[config.mk]
export PLATFORM = sky130hd
export DESIGN_NAME = fetch_issue_unit
export DESIGN_NICKNAME = d
export VERILOG_FILES = /design/src/rtl/fetch_issue_unit.sv
export SDC_FILE = /design/constraint.sdc
export NUM_CORES = 1
export LEC_CHECK = 0
export ABC_AREA = 1
export ABC_CLOCK_PERIOD_IN_PS = 4100
export BUFFER_PORTS_ARGS = -buffer_cell sky130_fd_sc_hd__buf_2
export CORE_MARGIN = 2
export CORE_UTILIZATION = 45
export CTS_CLUSTER_SIZE = 40
export DETAILED_ROUTE_END_ITERATION = 16
export PLACE_DENSITY = 0.66
export SYNTH_ARGS = -nofsm -noshare
export SYNTH_HDL_FRONTEND = slang
export SYNTH_SLANG_ARGS = --single-unit
[constraint.sdc]
create_clock -name clk -period 4.1 [get_ports clk]
set_input_delay 0.205 -clock clk [delete_from_list [all_inputs] [get_ports clk]]
set_output_delay 0.205 -clock clk [all_outputs]
set_load 0.005 [all_outputs]
[src/rtl/fetch_issue_unit.sv]
// Instruction fetch front end: fetches from imem over req/ack, buffers two
// instructions and issues them to decode; applies execute-stage redirects.
//
// state | meaning
// BOOT  | first cycle after reset release, no request yet
// FETCH | normal fetching from PC, enqueue on ack
// DRAIN | abandoned request still pending, its data is discarded on ack
module fetch_issue_unit #(
    parameter int              ADDR_W   = 12,
    parameter logic [ADDR_W-1:0] RESET_PC = '0,
    parameter logic [15:0]     NOP_INST = 16'h0000
) (
    input  logic              clk,
    input  logic              rst_n,
    output logic              imem_req,
    output logic [ADDR_W-1:0] imem_addr,
    input  logic              imem_ack,
    input  logic [15:0]       imem_rdata,
    output logic              inst_valid,
    output logic [15:0]       inst,
    output logic [ADDR_W-1:0] inst_pc,
    input  logic              id_ready,
    input  logic              ex_valid,
    input  logic [1:0]        ex_br_sel,
    input  logic              ex_brx,
    input  logic              ex_lr_en,
    input  logic [ADDR_W-1:0] ex_target,
    input  logic [ADDR_W-1:0] ex_pc,
    input  logic              z_flag,
    input  logic              n_flag,
    output logic [ADDR_W-1:0] lr
);

    typedef enum logic [1:0] {ST_BOOT, ST_FETCH, ST_DRAIN} state_t;

    localparam logic [ADDR_W-1:0] PC_ONE = {{(ADDR_W-1){1'b0}}, 1'b1};

    state_t            state_q, state_d;
    logic [ADDR_W-1:0] pc_q, pc_d;
    logic [ADDR_W-1:0] lr_q, lr_d;
    logic              req_q, req_d;
    logic [ADDR_W-1:0] addr_q, addr_d;
    logic [15:0]       inst_mem_q [2];
    logic [15:0]       inst_mem_d [2];
    logic [ADDR_W-1:0] pc_mem_q [2];
    logic [ADDR_W-1:0] pc_mem_d [2];
    logic              rd_q, rd_d;
    logic              wr_q, wr_d;
    logic [1:0]        count_q, count_d;

    logic              taken;
    logic [ADDR_W-1:0] target;
    logic              pending;
    logic              enq;
    logic              deq;

    always_comb begin
        taken   = ex_valid && ((ex_br_sel == 2'b01) || (ex_br_sel == 2'b11) ||
                  ((ex_br_sel == 2'b10) && (ex_brx ? n_flag : z_flag)));
        target  = (ex_br_sel == 2'b11) ? lr_q : ex_target;
        pending = req_q && !imem_ack;
        enq     = (state_q == ST_FETCH) && req_q && imem_ack;
        deq     = (count_q != 2'd0) && id_ready;
    end

    always_comb begin
        state_d    = state_q;
        pc_d       = pc_q;
        lr_d       = lr_q;
        req_d      = req_q;
        addr_d     = addr_q;
        inst_mem_d = inst_mem_q;
        pc_mem_d   = pc_mem_q;
        rd_d       = rd_q;
        wr_d       = wr_q;
        count_d    = count_q;

        if (taken && ex_lr_en)
            lr_d = ex_pc + PC_ONE;

        if (taken) begin
            // Flush wins over any enqueue or dequeue this cycle.
            pc_d    = target;
            rd_d    = 1'b0;
            wr_d    = 1'b0;
            count_d = 2'd0;
            if (pending) begin
                state_d = ST_DRAIN;
            end else begin
                state_d = ST_FETCH;
                req_d   = 1'b1;
                addr_d  = target;
            end
        end else begin
            if (enq) begin
                inst_mem_d[wr_q] = imem_rdata;
                pc_mem_d[wr_q]   = pc_q;
                wr_d             = ~wr_q;
                pc_d             = pc_q + PC_ONE;
            end
            if (deq)
                rd_d = ~rd_q;
            case ({enq, deq})
                2'b10:   count_d = count_q + 2'd1;
                2'b01:   count_d = count_q - 2'd1;
                default: count_d = count_q;
            endcase

            case (state_q)
                ST_BOOT: begin
                    state_d = ST_FETCH;
                    req_d   = 1'b1;
                    addr_d  = pc_q;
                end
                ST_FETCH: begin
                    // Only one request in flight; raise the next only if it has room.
                    if (!pending) begin
                        req_d  = (count_d < 2'd2);
                        addr_d = pc_d;
                    end
                end
                ST_DRAIN: begin
                    if (imem_ack) begin
                        state_d = ST_FETCH;
                        req_d   = 1'b1;
                        addr_d  = pc_q;
                    end
                end
                default: begin
                    state_d = ST_BOOT;
                    req_d   = 1'b0;
                end
            endcase
        end
    end

    always_ff @(posedge clk or negedge rst_n) begin
        if (!rst_n) begin
            state_q <= ST_BOOT;
            pc_q    <= RESET_PC;
            lr_q    <= '0;
            req_q   <= 1'b0;
            addr_q  <= RESET_PC;
            rd_q    <= 1'b0;
            wr_q    <= 1'b0;
            count_q <= 2'd0;
            for (int i = 0; i < 2; i++) begin
                inst_mem_q[i] <= '0;
                pc_mem_q[i]   <= '0;
            end
        end else begin
            state_q    <= state_d;
            pc_q       <= pc_d;
            lr_q       <= lr_d;
            req_q      <= req_d;
            addr_q     <= addr_d;
            rd_q       <= rd_d;
            wr_q       <= wr_d;
            count_q    <= count_d;
            inst_mem_q <= inst_mem_d;
            pc_mem_q   <= pc_mem_d;
        end
    end

    always_comb begin
        imem_req   = req_q;
        imem_addr  = addr_q;
        lr         = lr_q;
        inst_valid = (count_q != 2'd0);
        inst       = inst_valid ? inst_mem_q[rd_q] : NOP_INST;
        inst_pc    = inst_valid ? pc_mem_q[rd_q] : '0;
    end

endmodule
==> reports/metrics.yaml <==
status: "finished clean"
wl_met1_um: 5220
port_buffers: 104
seq_power_share_pct: 45.3
top_layer: "met4"
cp.arrival_ps: 2490
required_ps: 4350
finalSetupViolCount: 0
initial_utilization_pct: 45.8
place_area_um2: 5490
met3_length_um: 660
cp_slowest_cell: "nand3_2"
die_w_um: 109
whs_ps: 48.7
vias_per_cell: 4.98
synth_area_um2: 4940
fin_ws_ps: 1860
fmax_mhz: 447
die_h_um: 109
grt_pass1_vias: 4125
cts_buffers: 9
slowest_delay_ps: 820
cp_cell_sequence: "inv_1 > nand2_1 > nor2_4 > nand3_2 > o21ai_0"
synthCells: 625
synth_nets: 680
fin_area_um2: 5680
avgRoutedWirePerCell_um: 13.1
overflow: 0
drt_wl_total_um: 11300
area_delta_synth_final_pct: 15.0
n_fill_cell: 1045
cts.clk_slew.worst_paths_ps: 100
cts_root_buffer: "clkbuf_8"
grt_start_max_net_pins: 65
min_period_ps: 2240
ys_warn_count: 0
hold_viol_final: 0
start_kind: "flop"
ys_seq_area_share_pct: 50.2
slew_violations: 0
syn_avg_cell_area_um2: 7.90
hold_path.class: "input pin to flop"
clock_latency_ps: 370
worstHoldPathCells: 2
diodes: 0
cts_tree: "built"
power_switching_mw: 1.35
irDropWorstVdd_v: 0.000253
drc: 0
ys_ff_latch: 99
drt_first_pass_iters: 5
combPwrFrac_pct: 37.3
final_nets: 771
place.gp.congestion: 0.883
yosysUniqueCellTypes: 33
worst_pin_slew_ps: 1050
antenna_found_initial: 0
skew_ps: 9.88
synth_async_sr_flop_share_pct: 100
vias: 4285
endpoint_kind: "flop"
dpl_worst_slack_ps: 1650
fp.dieArea_um2: 11800
core_um2: 10800
p_int_mw: 2.14
core.rowCount: 38
grt_pass1_wl_um: 18600
drt_iter0_markers: 223
ys.flop_type: "dfrtp_1"
track_usage_pct: 20.0
rsz0062_at_grt: "false"
fin_setup_tns_ps: 0
dp_hpwl_um: 7820
num_io_pins: 105
htree_levels: 3
clock_path_buffers: 2
clkSinkCount: 99
critical_path_class: "flop to flop"
clkPwrFrac_pct: 17.4
layout-drive-gt1-share_pct: 20.7
rr_worst_depth: 5
critPathMaxFanout: 56
swShare_pct: 38.7
relSlewSlack_pct: 29.8
synth-edff-count: 0
ant_nets: 0
fin_crit_sh_pct: 54.6
drv_cap: 0
cts-resized-gates: 0
met2_length_um: 5320
p_leak_nw: 3.07
power.density_nw_per_um2: 614
==> routing by layer <==
layer	vias to the layer above	global-route usage [%]
met2	117	34.2
met5	-	0
li1	2154	-
met1	2005	24.9
met3	9	5.20
met4	0	6.50
==> power groups by stage <==
stage	Combinational, mW	Clock [mW]	Sequential (mW)
after floorplan	0.888	0	1.56
after global placement	1.27	0	1.59
after detailed placement	1.32	0	1.60
after CTS	1.33	0.624	1.58
after global routing	1.49	0.668	1.63
final	1.30	0.607	1.58
==> final timing paths <==
check                                                  end  slack, ps                      start
min in group asynchronous       inst_mem_q[18]$_DFFE_PN0P_        450                      rst_n
worst min register to register   imem_addr[10]$_DFFE_PN0P_        480  imem_addr[10]$_DFFE_PN0P_
max in group asynchronous                pc_q[9]$_DFF_PN0_       2680                      rst_n
worst min-delay path                     lr[0]$_DFFE_PN0P_         50                   ex_pc[0]
worst max register to register     pc_mem_q[1]$_DFFE_PN0P_       1860     state_q[1]$_DFFE_PN0P_
worst max-delay path               pc_mem_q[1]$_DFFE_PN0P_       1860     state_q[1]$_DFFE_PN0P_
==> synth_stat cells (2+ instances only) <==
| cell type | number | area, µm² |
|---|---|---|
| nand2_2 | 4 | 25.0 |
| nand3_2 | 2 | 20.0 |
| xnor2_1 | 3 | 26.3 |
| ha_1 | 4 | 50.1 |
| inv_2 | 3 | 11.3 |
| nand3_1 | 23 | 115 |
| buf_2 | 9 | 45.0 |
| clkbuf_1 | 7 | 26.3 |
| dfrtp_1 | 99 | 2480 |
| buf_1 | 3 | 11.3 |
| mux2_2 | 6 | 67.6 |
| nand2_1 | 245 | 920 |
| o21ai_2 | 3 | 26.3 |
| o21ai_0 | 38 | 190 |
| a21oi_1 | 31 | 155 |
| buf_6 | 7 | 78.8 |
| nor2_1 | 20 | 75.1 |
| o21ai_1 | 37 | 185 |
| nor3_1 | 3 | 15.0 |
| inv_1 | 55 | 206 |
| buf_4 | 2 | 15.0 |
| nand2_4 | 2 | 22.5 |
| nor2_4 | 4 | 45.0 |
| xor2_1 | 6 | 52.6 |
==> registers in the layout (all words and copies together) (netlist names) <==
name / flops
count_q: 2
imem_addr: 12
imem_req: 1
inst_mem_q: 32
lr: 12
pc_mem_q: 24
pc_q: 12
rd_q: 1
state_q: 2
wr_q: 1
==> cell families after synthesis <==
group / synth area share [%]
AOI/OAI and AO/OA: 11.7
xor gates and xnor gates: 1.60
adders and majority gates: 1.01
buffers and inverters: 8.11
DFF: 50.2
muxes: 1.57
and+or+nand+nor: 25.8
==> repair_timing <==
action                    4_1_cts  5_1_grt
setup buffers                   0        0
hold endpoints to repair       63        0
hold buffers                    1        0
==> through the flow <==
step	instances	util, %	power (mW)
after floorplan	625	-	2.44
after global placement	844	50.8	2.86
after detailed placement	844	50.8	2.92
after CTS	860	52.6	3.53
after global routing	860	52.6	3.79
final	860	52.6	3.49
==> final cells by class <==
class,count,area [µm²],area share [%]
repair buffers,108,556,9.78
well taps,140,175,3.08
multi-input cells,439,2070,36.4
flip-flops and latches,99,2480,43.6
clock buffers,10,128,2.25
clock inverters,5,55.1,0.969
inverters,59,224,3.94
==> worst max-delay path, delay by kind of cell (launching register included) <==
family          cells  cell delay, ps
flops               1             450
simple gates        3            1100
compound gates      1             480
buf+inv             1              80
==> cells in the final DEF, fill, tap and decap left out, types with 5 or more instances in the layout <==
cell type and instances:
clkbuf_8 9, nand3_1 23, o21ai_0 38, dfrtp_1 99
o21ai_1 37, xor2_1 6, nand2_1 244, mux2_2 6
nand2_2 5, a21oi_1 31, inv_1 55, nor2_1 19
buf_2 103
No activity file was read; power rests on OpenSTA's default activity.
